$ cat config.mk
export PLATFORM = sky130hd
export DESIGN_NAME = alu_issue
export DESIGN_NICKNAME = d
export VERILOG_FILES = /design/src/rtl/alu_ctrl_pkg.sv /design/src/rtl/alu_decode.sv /design/src/rtl/alu_issue.sv
export SDC_FILE = /design/constraint.sdc
export NUM_CORES = 1
export LEC_CHECK = 0
export ABC_AREA = 1
export CORE_ASPECT_RATIO = 0.7
export CORE_MARGIN = 2
export CORE_UTILIZATION = 55
export CTS_CLUSTER_SIZE = 14
export DETAILED_ROUTE_END_ITERATION = 6
export GPL_ROUTABILITY_DRIVEN = 0
export PLACE_DENSITY = 0.86
export SLEW_MARGIN = 20
export SYNTH_ARGS = -nofsm -noshare
export SYNTH_HDL_FRONTEND = slang
export SYNTH_SLANG_ARGS = --single-unit
$ cat constraint.sdc
create_clock -name CLK -period 4.6 [get_ports CLK]
set_clock_uncertainty 0.15 [all_clocks]
set_input_delay 0.69 -clock CLK [delete_from_list [all_inputs] [get_ports CLK]]
set_output_delay 0.69 -clock CLK [all_outputs]
set_load 0.005 [all_outputs]
$ cat src/rtl/alu_ctrl_pkg.sv
// rtl/alu_ctrl_pkg.sv - ALU control codes, opcode/funct constants and issue-entry types
package alu_ctrl_pkg;

   localparam logic [3:0] ALU_AND  = 4'd0;
   localparam logic [3:0] ALU_OR   = 4'd1;
   localparam logic [3:0] ALU_ADD  = 4'd2;
   localparam logic [3:0] ALU_SLL  = 4'd3;
   localparam logic [3:0] ALU_SRL  = 4'd4;
   localparam logic [3:0] ALU_SUB  = 4'd6;
   localparam logic [3:0] ALU_SLT  = 4'd7;
   localparam logic [3:0] ALU_ADDU = 4'd8;
   localparam logic [3:0] ALU_SUBU = 4'd9;
   localparam logic [3:0] ALU_XOR  = 4'd10;
   localparam logic [3:0] ALU_SLTU = 4'd11;
   localparam logic [3:0] ALU_NOR  = 4'd12;
   localparam logic [3:0] ALU_SRA  = 4'd13;
   localparam logic [3:0] ALU_LUI  = 4'd14;

   localparam logic [5:0] OP_RTYPE = 6'h00;
   localparam logic [5:0] OP_ADDI  = 6'h08;
   localparam logic [5:0] OP_ADDIU = 6'h09;
   localparam logic [5:0] OP_SLTI  = 6'h0A;
   localparam logic [5:0] OP_SLTIU = 6'h0B;
   localparam logic [5:0] OP_ANDI  = 6'h0C;
   localparam logic [5:0] OP_ORI   = 6'h0D;
   localparam logic [5:0] OP_XORI  = 6'h0E;
   localparam logic [5:0] OP_LUI   = 6'h0F;

   localparam logic [5:0] FN_SLL  = 6'h00;
   localparam logic [5:0] FN_SRL  = 6'h02;
   localparam logic [5:0] FN_SRA  = 6'h03;
   localparam logic [5:0] FN_ADD  = 6'h20;
   localparam logic [5:0] FN_ADDU = 6'h21;
   localparam logic [5:0] FN_SUB  = 6'h22;
   localparam logic [5:0] FN_SUBU = 6'h23;
   localparam logic [5:0] FN_AND  = 6'h24;
   localparam logic [5:0] FN_OR   = 6'h25;
   localparam logic [5:0] FN_XOR  = 6'h26;
   localparam logic [5:0] FN_NOR  = 6'h27;
   localparam logic [5:0] FN_SLT  = 6'h2A;
   localparam logic [5:0] FN_SLTU = 6'h2B;

   // Where the two operands come from for a decoded instruction
   typedef enum logic [2:0] {
      SRC_NONE,
      SRC_REGREG,
      SRC_SHIFT,
      SRC_SEXT,
      SRC_ZEXT,
      SRC_LUI
   } opndSrc_t;

   typedef struct packed {
      logic [31:0] busA;
      logic [31:0] busB;
      logic [3:0]  aluCtrl;
      logic        illegalOp;
   } issueEntry_t;

endpackage

$ cat src/rtl/alu_decode.sv
// rtl/alu_decode.sv - combinational instruction decode into an ALU operand/control tuple
module alu_decode
   import alu_ctrl_pkg::*;
(
   input  logic [5:0]  opcode,
   input  logic [5:0]  funct,
   input  logic [4:0]  shamt,
   input  logic [15:0] imm16,
   input  logic [31:0] rsData,
   input  logic [31:0] rtData,
   output issueEntry_t entry
);

   logic [3:0] ctrl;
   opndSrc_t   src;

   always_comb begin
      ctrl = ALU_ADD;
      src  = SRC_NONE;
      case (opcode)
         OP_RTYPE: begin
            case (funct)
               FN_ADD:  begin ctrl = ALU_ADD;  src = SRC_REGREG; end
               FN_ADDU: begin ctrl = ALU_ADDU; src = SRC_REGREG; end
               FN_SUB:  begin ctrl = ALU_SUB;  src = SRC_REGREG; end
               FN_SUBU: begin ctrl = ALU_SUBU; src = SRC_REGREG; end
               FN_AND:  begin ctrl = ALU_AND;  src = SRC_REGREG; end
               FN_OR:   begin ctrl = ALU_OR;   src = SRC_REGREG; end
               FN_XOR:  begin ctrl = ALU_XOR;  src = SRC_REGREG; end
               FN_NOR:  begin ctrl = ALU_NOR;  src = SRC_REGREG; end
               FN_SLT:  begin ctrl = ALU_SLT;  src = SRC_REGREG; end
               FN_SLTU: begin ctrl = ALU_SLTU; src = SRC_REGREG; end
               FN_SLL:  begin ctrl = ALU_SLL;  src = SRC_SHIFT;  end
               FN_SRL:  begin ctrl = ALU_SRL;  src = SRC_SHIFT;  end
               FN_SRA:  begin ctrl = ALU_SRA;  src = SRC_SHIFT;  end
               default: begin ctrl = ALU_ADD;  src = SRC_NONE;   end
            endcase
         end
         OP_ADDI:  begin ctrl = ALU_ADD;  src = SRC_SEXT; end
         OP_ADDIU: begin ctrl = ALU_ADDU; src = SRC_SEXT; end
         OP_SLTI:  begin ctrl = ALU_SLT;  src = SRC_SEXT; end
         OP_SLTIU: begin ctrl = ALU_SLTU; src = SRC_SEXT; end
         OP_ANDI:  begin ctrl = ALU_AND;  src = SRC_ZEXT; end
         OP_ORI:   begin ctrl = ALU_OR;   src = SRC_ZEXT; end
         OP_XORI:  begin ctrl = ALU_XOR;  src = SRC_ZEXT; end
         OP_LUI:   begin ctrl = ALU_LUI;  src = SRC_LUI;  end
         default:  begin ctrl = ALU_ADD;  src = SRC_NONE; end
      endcase
   end

   // LUI leaves the 16-bit shift to the ALU, so only the raw immediate travels
   always_comb begin
      entry = '{busA: 32'd0, busB: 32'd0, aluCtrl: ctrl, illegalOp: 1'b0};
      case (src)
         SRC_REGREG: begin entry.busA = rsData; entry.busB = rtData;                  end
         SRC_SHIFT:  begin entry.busA = rtData; entry.busB = {27'd0, shamt};          end
         SRC_SEXT:   begin entry.busA = rsData; entry.busB = {{16{imm16[15]}}, imm16}; end
         SRC_ZEXT:   begin entry.busA = rsData; entry.busB = {16'd0, imm16};          end
         SRC_LUI:    begin entry.busA = 32'd0;  entry.busB = {16'd0, imm16};          end
         default:    entry.illegalOp = 1'b1;
      endcase
   end

endmodule

$ cat src/rtl/alu_issue.sv
// rtl/alu_issue.sv - decode at acceptance and buffer ALU operations in a 2-entry FIFO
module alu_issue
   import alu_ctrl_pkg::*;
(
   input  logic        CLK,
   input  logic        Reset_L,
   input  logic        InValid,
   output logic        InReady,
   input  logic [5:0]  Opcode,
   input  logic [5:0]  Funct,
   input  logic [4:0]  Shamt,
   input  logic [15:0] Imm16,
   input  logic [31:0] RsData,
   input  logic [31:0] RtData,
   input  logic        Flush,
   output logic        OutValid,
   input  logic        OutReady,
   output logic [31:0] BusA,
   output logic [31:0] BusB,
   output logic [3:0]  ALUCtrl,
   output logic        IllegalOp
);

   issueEntry_t decoded;
   issueEntry_t fifoMem [2];
   logic [1:0]  count;
   logic        wrPtr;
   logic        rdPtr;
   logic        pushEn;
   logic        popEn;

   alu_decode uDecode (
      .opcode (Opcode),
      .funct  (Funct),
      .shamt  (Shamt),
      .imm16  (Imm16),
      .rsData (RsData),
      .rtData (RtData),
      .entry  (decoded)
   );

   assign InReady  = (count < 2'd2);
   assign OutValid = (count != 2'd0);
   assign pushEn   = InValid && InReady && !Flush;
   assign popEn    = OutValid && OutReady && !Flush;

   // Entries are cleared on reset so the head reads as all-zero while reset is held
   always_ff @(posedge CLK or negedge Reset_L) begin
      if (!Reset_L) begin
         count      <= 2'd0;
         wrPtr      <= 1'b0;
         rdPtr      <= 1'b0;
         fifoMem[0] <= '0;
         fifoMem[1] <= '0;
      end else if (Flush) begin
         count <= 2'd0;
         wrPtr <= 1'b0;
         rdPtr <= 1'b0;
      end else begin
         if (pushEn) begin
            fifoMem[wrPtr] <= decoded;
            wrPtr          <= wrPtr + 1'b1;
         end
         if (popEn) begin
            rdPtr <= rdPtr + 1'b1;
         end
         case ({pushEn, popEn})
            2'b10:   count <= count + 2'd1;
            2'b01:   count <= count - 2'd1;
            default: count <= count;
         endcase
      end
   end

   assign BusA      = fifoMem[rdPtr].busA;
   assign BusB      = fifoMem[rdPtr].busB;
   assign ALUCtrl   = fifoMem[rdPtr].aluCtrl;
   assign IllegalOp = fifoMem[rdPtr].illegalOp;

endmodule

# --- Word level (Yosys, flattened, before mapping) ---
# Memories as Yosys holds them, arrays and structs flattened.
# Cells that the tools add are included.
op_classes:
  addsub: 4
  mul: 0
  div_mod_pow: 0
  order_cmp: 4
  n_eq_ne: 15
  shift: 0
  mux: 16
  bitwise: 3
  n_reduce_logical: 15
ops:
  columns: ["operator", "count"]
  rows:
  - ["case mux 64 bit (5 select lines)", 1]
  - ["two-way mux 69 bit", 4]
  - ["bitwise mux 138 bit", 1]
  - ["demux 69 bit (select 1 bit)", 1]
  - ["equality test 6 x 4 -> 1 bit, second input constant", 8]
  - ["case mux 4 bit (8 select lines)", 1]
  - ["case mux 3 bit (4 select lines)", 1]
  - ["equality test 3 x 2 -> 1 bit, second input constant", 2]
  - ["equality test 3 bit, second input constant", 2]
  - ["logical NOT 6 bit", 1]
  - ["nonzero test 2 bit", 3]
  - ["logical AND 1 bit", 5]
  - ["two-way mux 1 bit", 5]
  - ["OR reduction 5 bit", 1]
  - [">= comparator 2 bit, second input constant", 2]
  - ["NOT 1 -> 2 bit", 2]
  - ["case mux 2 bit (2 select lines)", 1]
  - ["OR reduction 4 bit", 1]
  - ["equality test 3 x 1 -> 1 bit, second input constant", 1]
  - ["nonzero test 3 bit", 1]
  - ["OR reduction 3 bit", 1]
  - ["adder 1 bit, second input constant", 2]
  - ["adder 2 x 1 -> 2 bit, second input constant", 1]
  - ["equality test 2 x 1 -> 1 bit, second input constant", 1]
  - ["other kinds (8)", 8]
totals:
  regBits: 142
  latchBits: 0
  mem_bits_rw: 0
  rom_bits: 384
  in_bits: 102
  out_inout_bits: 71
  wordCells: 69
  memories: 1
memory_table:
  columns: ["name", "words", "word_bits", "rd", "rd_clocked_by_memory_dff", "write_ports", "line_no", "rtl"]
  rows:
  - ["(no name shown)", 64, 6, 1, 0, 0, "alu_decode.sv:22", "case (funct)"]

# --- Logic depth before layout (Yosys ltp) ---
depth:
  word_depth: 7
  ltp_mapped: 11
  mapped_depth_nobuf: 11

# --- Modules after synthesis ---
# A second synthesis with hierarchy kept.
unflattened:
  hier_cells: 1042
  hier_area_um2: 7770.0
by_module_without_submodules:
  columns: ["module", "instances", "cells_per_inst", "area_per_inst_um2", "seq_area_each_um2"]
  rows:
  - ["alu_issue", 1, 770, 6561.3, 3553.4]
  - ["alu_decode", 1, 272, 1208.7, 0.0]

# --- Least setup slack after synthesis ---
# OpenSTA, ideal clock, no wires.
synth_path:
  kind: "reg2out"
  start: "reg rdPtr"
  end: "out BusA[0]"
  arrival_ns: 1.119
  required_ns: 3.760
  slack_ns: 2.641
  path_stages_with_launch: 6
  n_path_buf: 2
  path_cell_list: "dfrtp_1 inv_1 clkbuf_1 clkbuf_1 nand2_1 nand2_1"
synth_between:
  elab_chain_cells: 4
synth_lines:
  columns: ["element", "line_no", "rtl"]
  rows:
  - ["start, declared", "alu_issue.sv:28", "logic rdPtr;"]
  - ["start signal, assigned", "alu_issue.sv:65", "rdPtr <= rdPtr + 1'b1;"]
  - ["NOT 1 -> 2 bit (implied by the code)", "alu_issue.sv:75", "assign BusA = fifoMem[rdPtr].busA;"]
  - ["two-way mux 69 bit (3 in series)", null, null]
  - ["end, declared", "alu_issue.sv:18", "output logic [31:0] BusA,"]
# Every way passes these cells. The select of a mux whose other input is x is not followed.

# --- Worst setup path in the final report ---
layout_path:
  start: "reg rdPtr"
  end: "out BusB[24]"
layout_between:
  elab_chain_cells: 4
layout_lines:
  columns: ["element", "line_no", "rtl"]
  rows:
  - ["NOT 1 -> 2 bit (implied by the code)", "alu_issue.sv:76", "assign BusB = fifoMem[rdPtr].busB;"]
  - ["two-way mux 69 bit (3 in series)", null, null]
  - ["end, declared", "alu_issue.sv:19", "output logic [31:0] BusB,"]
# Every way passes these cells. The select of a mux whose other input is x is not followed.

==> run metrics <==
status complete, no violations; sequential power share about 37%; Tightest Hold Check Type in -> async; setup violators final 0; Final Net Count around 1400; post-synthesis cell count 1144; Pre-antenna DRT Iters 6; DR vias 8158; Cell Area, Synth 0.00788 mm2; Synth area leaders dfrtp_1 (45%), nand2_1 (25%), nand3_1 (6.7%), nor2_1 (4.6%), a31oi_1 (3.9%); share of synthesized flip-flops with an asynchronous set or reset 100%; grt ovf 0; CTS Hold Bufs 0; Hold WS 0.164 ns; Comb pwr share 31.6%; Yosys top cell area share 45.1%; DR WL/cell 16.5 um; Top FF cell, synth dfrtp_1; Die X 147 um; count leader, synth nand2_1; I/O pin count roughly 170; sw frac 32.5%; Req. time, crit path 3.76 ns; Sw Pwr ~0.0016 W; Post-DP HPWL about 16 mm; Post CTS Setup Buffer Count 0; H-tree Lvls 4; Setup TNS Final 0 ns; register area share after synthesis 45.1%; routed vias/inst 5.51; Routed Antenna Nets 0; unrepaired setup endpoints after global routing no; fill count 1102; Critical Path Start Type flop; CTS root buffer clkbuf_16; minimum clock period 3.47 ns; clock buffer depth 2; CTS buffer count 17; starting density of the core between 50 and 60%; commonest cells in the netlist nand2_1 (535), dfrtp_1 (142), nand3_1 (105); nature of the critical path endpoint primary output; number of global-route vias before repair 7556; maxcap violations 0; initial DRC count ~1100; Post-Route WL 24.4 mm; Fmax 288 MHz; Rel. slew slack 30.2%; clock transition at the registers of the reported paths 0.06 ns; Worst Path Arrival 2.63 ns; Final Total Pwr approximately 0.0048 W; Hold Fails Final Rpt 0; DIE AREA 0.0153 mm2; GRT Total Usage between 30% and 40%; final max-slew violation count 0; Syn Nets approximately 1300; IO buf count 172; # rows 36; register bit total from synthesis around 140; PostCTS Resize Cnt 0; Static Leakage 5.19 nW; Peak VDD IR 0.354 mV; internal power 0.00325 W; DP Worst Slack ~1.4 ns; critical path type reg -> out; post-synth top area cell dfrtp_1; ratio of cells with drive above 1 in the final layout approximately 5.7%; Clk pwr share 31.0%; Worst-Margin Slew 1.04 ns; largest net degree at the start of global routing 96; clock sinks 142; Ys Warns 0; Die H ~100 um; Core Region 0.0140 mm2; Crit Path Max Fanout 45; area grow syn2layout 30.3%; Residual DRC 0; Post-synth EDFFs 0; ANT cells 0; Synth cell types 26; clock latency on the worst-skew pair 0.42 ns; Mean Syn Cell Area 6.89 um2; post-layout util 73.6%; first-pass GRT wire length just under 40 mm; antenna violations before repair 0; final setup margin 1.13 ns; power density cells 469 mW/mm2; Tcrit/Tclk final between 70% and 80%; CTS tree yes
-- worst max-delay path: stages, from the launching register on --
cell,delay (ns)
dfrtp_2,0.40
inv_2,0.64
buf_4,0.42
nand2_1,0.10
nand2_1,0.09
clkdlybuf4s50_1,0.55
-- per-stage QoR --
step                instances  instance area, um2
floorplan                1144                7880
global placement         1448                9640
detailed placement       1448                9640
CTS                      1480               10300
global route             1480               10300
finish                   1480               10300
-- power by group through the flow --
stage | clock [W] | sequential (W) | combinational [W]
after floorplan | 0 | 0.00176 | 0.000765
after global placement | 0 | 0.00179 | 0.00147
after detailed placement | 0 | 0.00181 | 0.00150
after CTS | 0.00150 | 0.00179 | 0.00152
after global routing | 0.00155 | 0.00184 | 0.00168
final | 0.00149 | 0.00180 | 0.00152
-- layout by cell type (no fill, tap or decap), types with 2 or more instances in the layout --
cell             count
nor2_1              94
clkbuf_16           17
o21ai_1              2
nand3_1            105
clkinv_4             3
o21ai_0             18
nor2_2               3
inv_1               57
ha_1                 4
a31oi_1             49
bufinv_16            4
nand3_2             10
a21oi_1             36
inv_2                6
buf_4               12
dfrtp_1            141
nor2_4               5
nand2_1            535
inv_6                4
clkdlybuf4s50_1    171
-- cell type report --
cell class | instances | area, um2 | area share, %
multi-input combinational | 868 | 3770 | 36.8
sequential | 142 | 3550 | 34.6
timing repair buffer | 185 | 1830 | 17.8
clock buffer | 18 | 429 | 4.18
tap | 190 | 238 | 2.31
inverter | 63 | 236 | 2.30
clock inverter | 14 | 205 | 2.00
-- state kept, by name, summed over array words and instances (netlist names) --
| name | count |
|---|---|
| rdPtr | 1 |
| fifoMem | 138 |
| wrPtr | 1 |
| count | 2 |
-- per-layer routing --
layer	track usage (%)	up-vias	routed length, um	part of all wire [%]
met5	0	-	0	0
met2	48.3	440	10700	44
li1	-	3880	-	-
met4	9.55	0	527	2.2
met3	6.67	50	2420	9.9
met1	47.3	3788	10800	44
-- final timing paths --
| check | from | slack, ns | end | cells past startpoint |
|---|---|---|---|---|
| worst max register to register | count[1] | 2.21 | fifoMem[103] | 7 |
| min in group CLK | fifoMem[133] | 0.33 | fifoMem[133] | 2 |
| worst min-delay path | Reset_L | 0.16 | fifoMem[73] | 1 |
| worst min register to register | fifoMem[133] | 0.33 | fifoMem[133] | 2 |
| max in group asynchronous | Reset_L | 3.18 | fifoMem[40] | 2 |
| worst max-delay path | rdPtr | 1.13 | BusB[24] | 5 |
-- logic make-up after synthesis --
| family | Yosys count | share of synthesized area [%] |
|---|---|---|
| AO/OA/AOI/OAI | 109 | 7.91 |
| XOR/XNOR | 1 | 0.111 |
| adder cells (fa/ha/maj) | 4 | 0.635 |
| buffers and inverters | 134 | 7.35 |
| flip-flops | 142 | 45.1 |
| AND/OR/NAND/NOR | 754 | 38.9 |
Note: power is estimated with default switching activity, not from simulation.
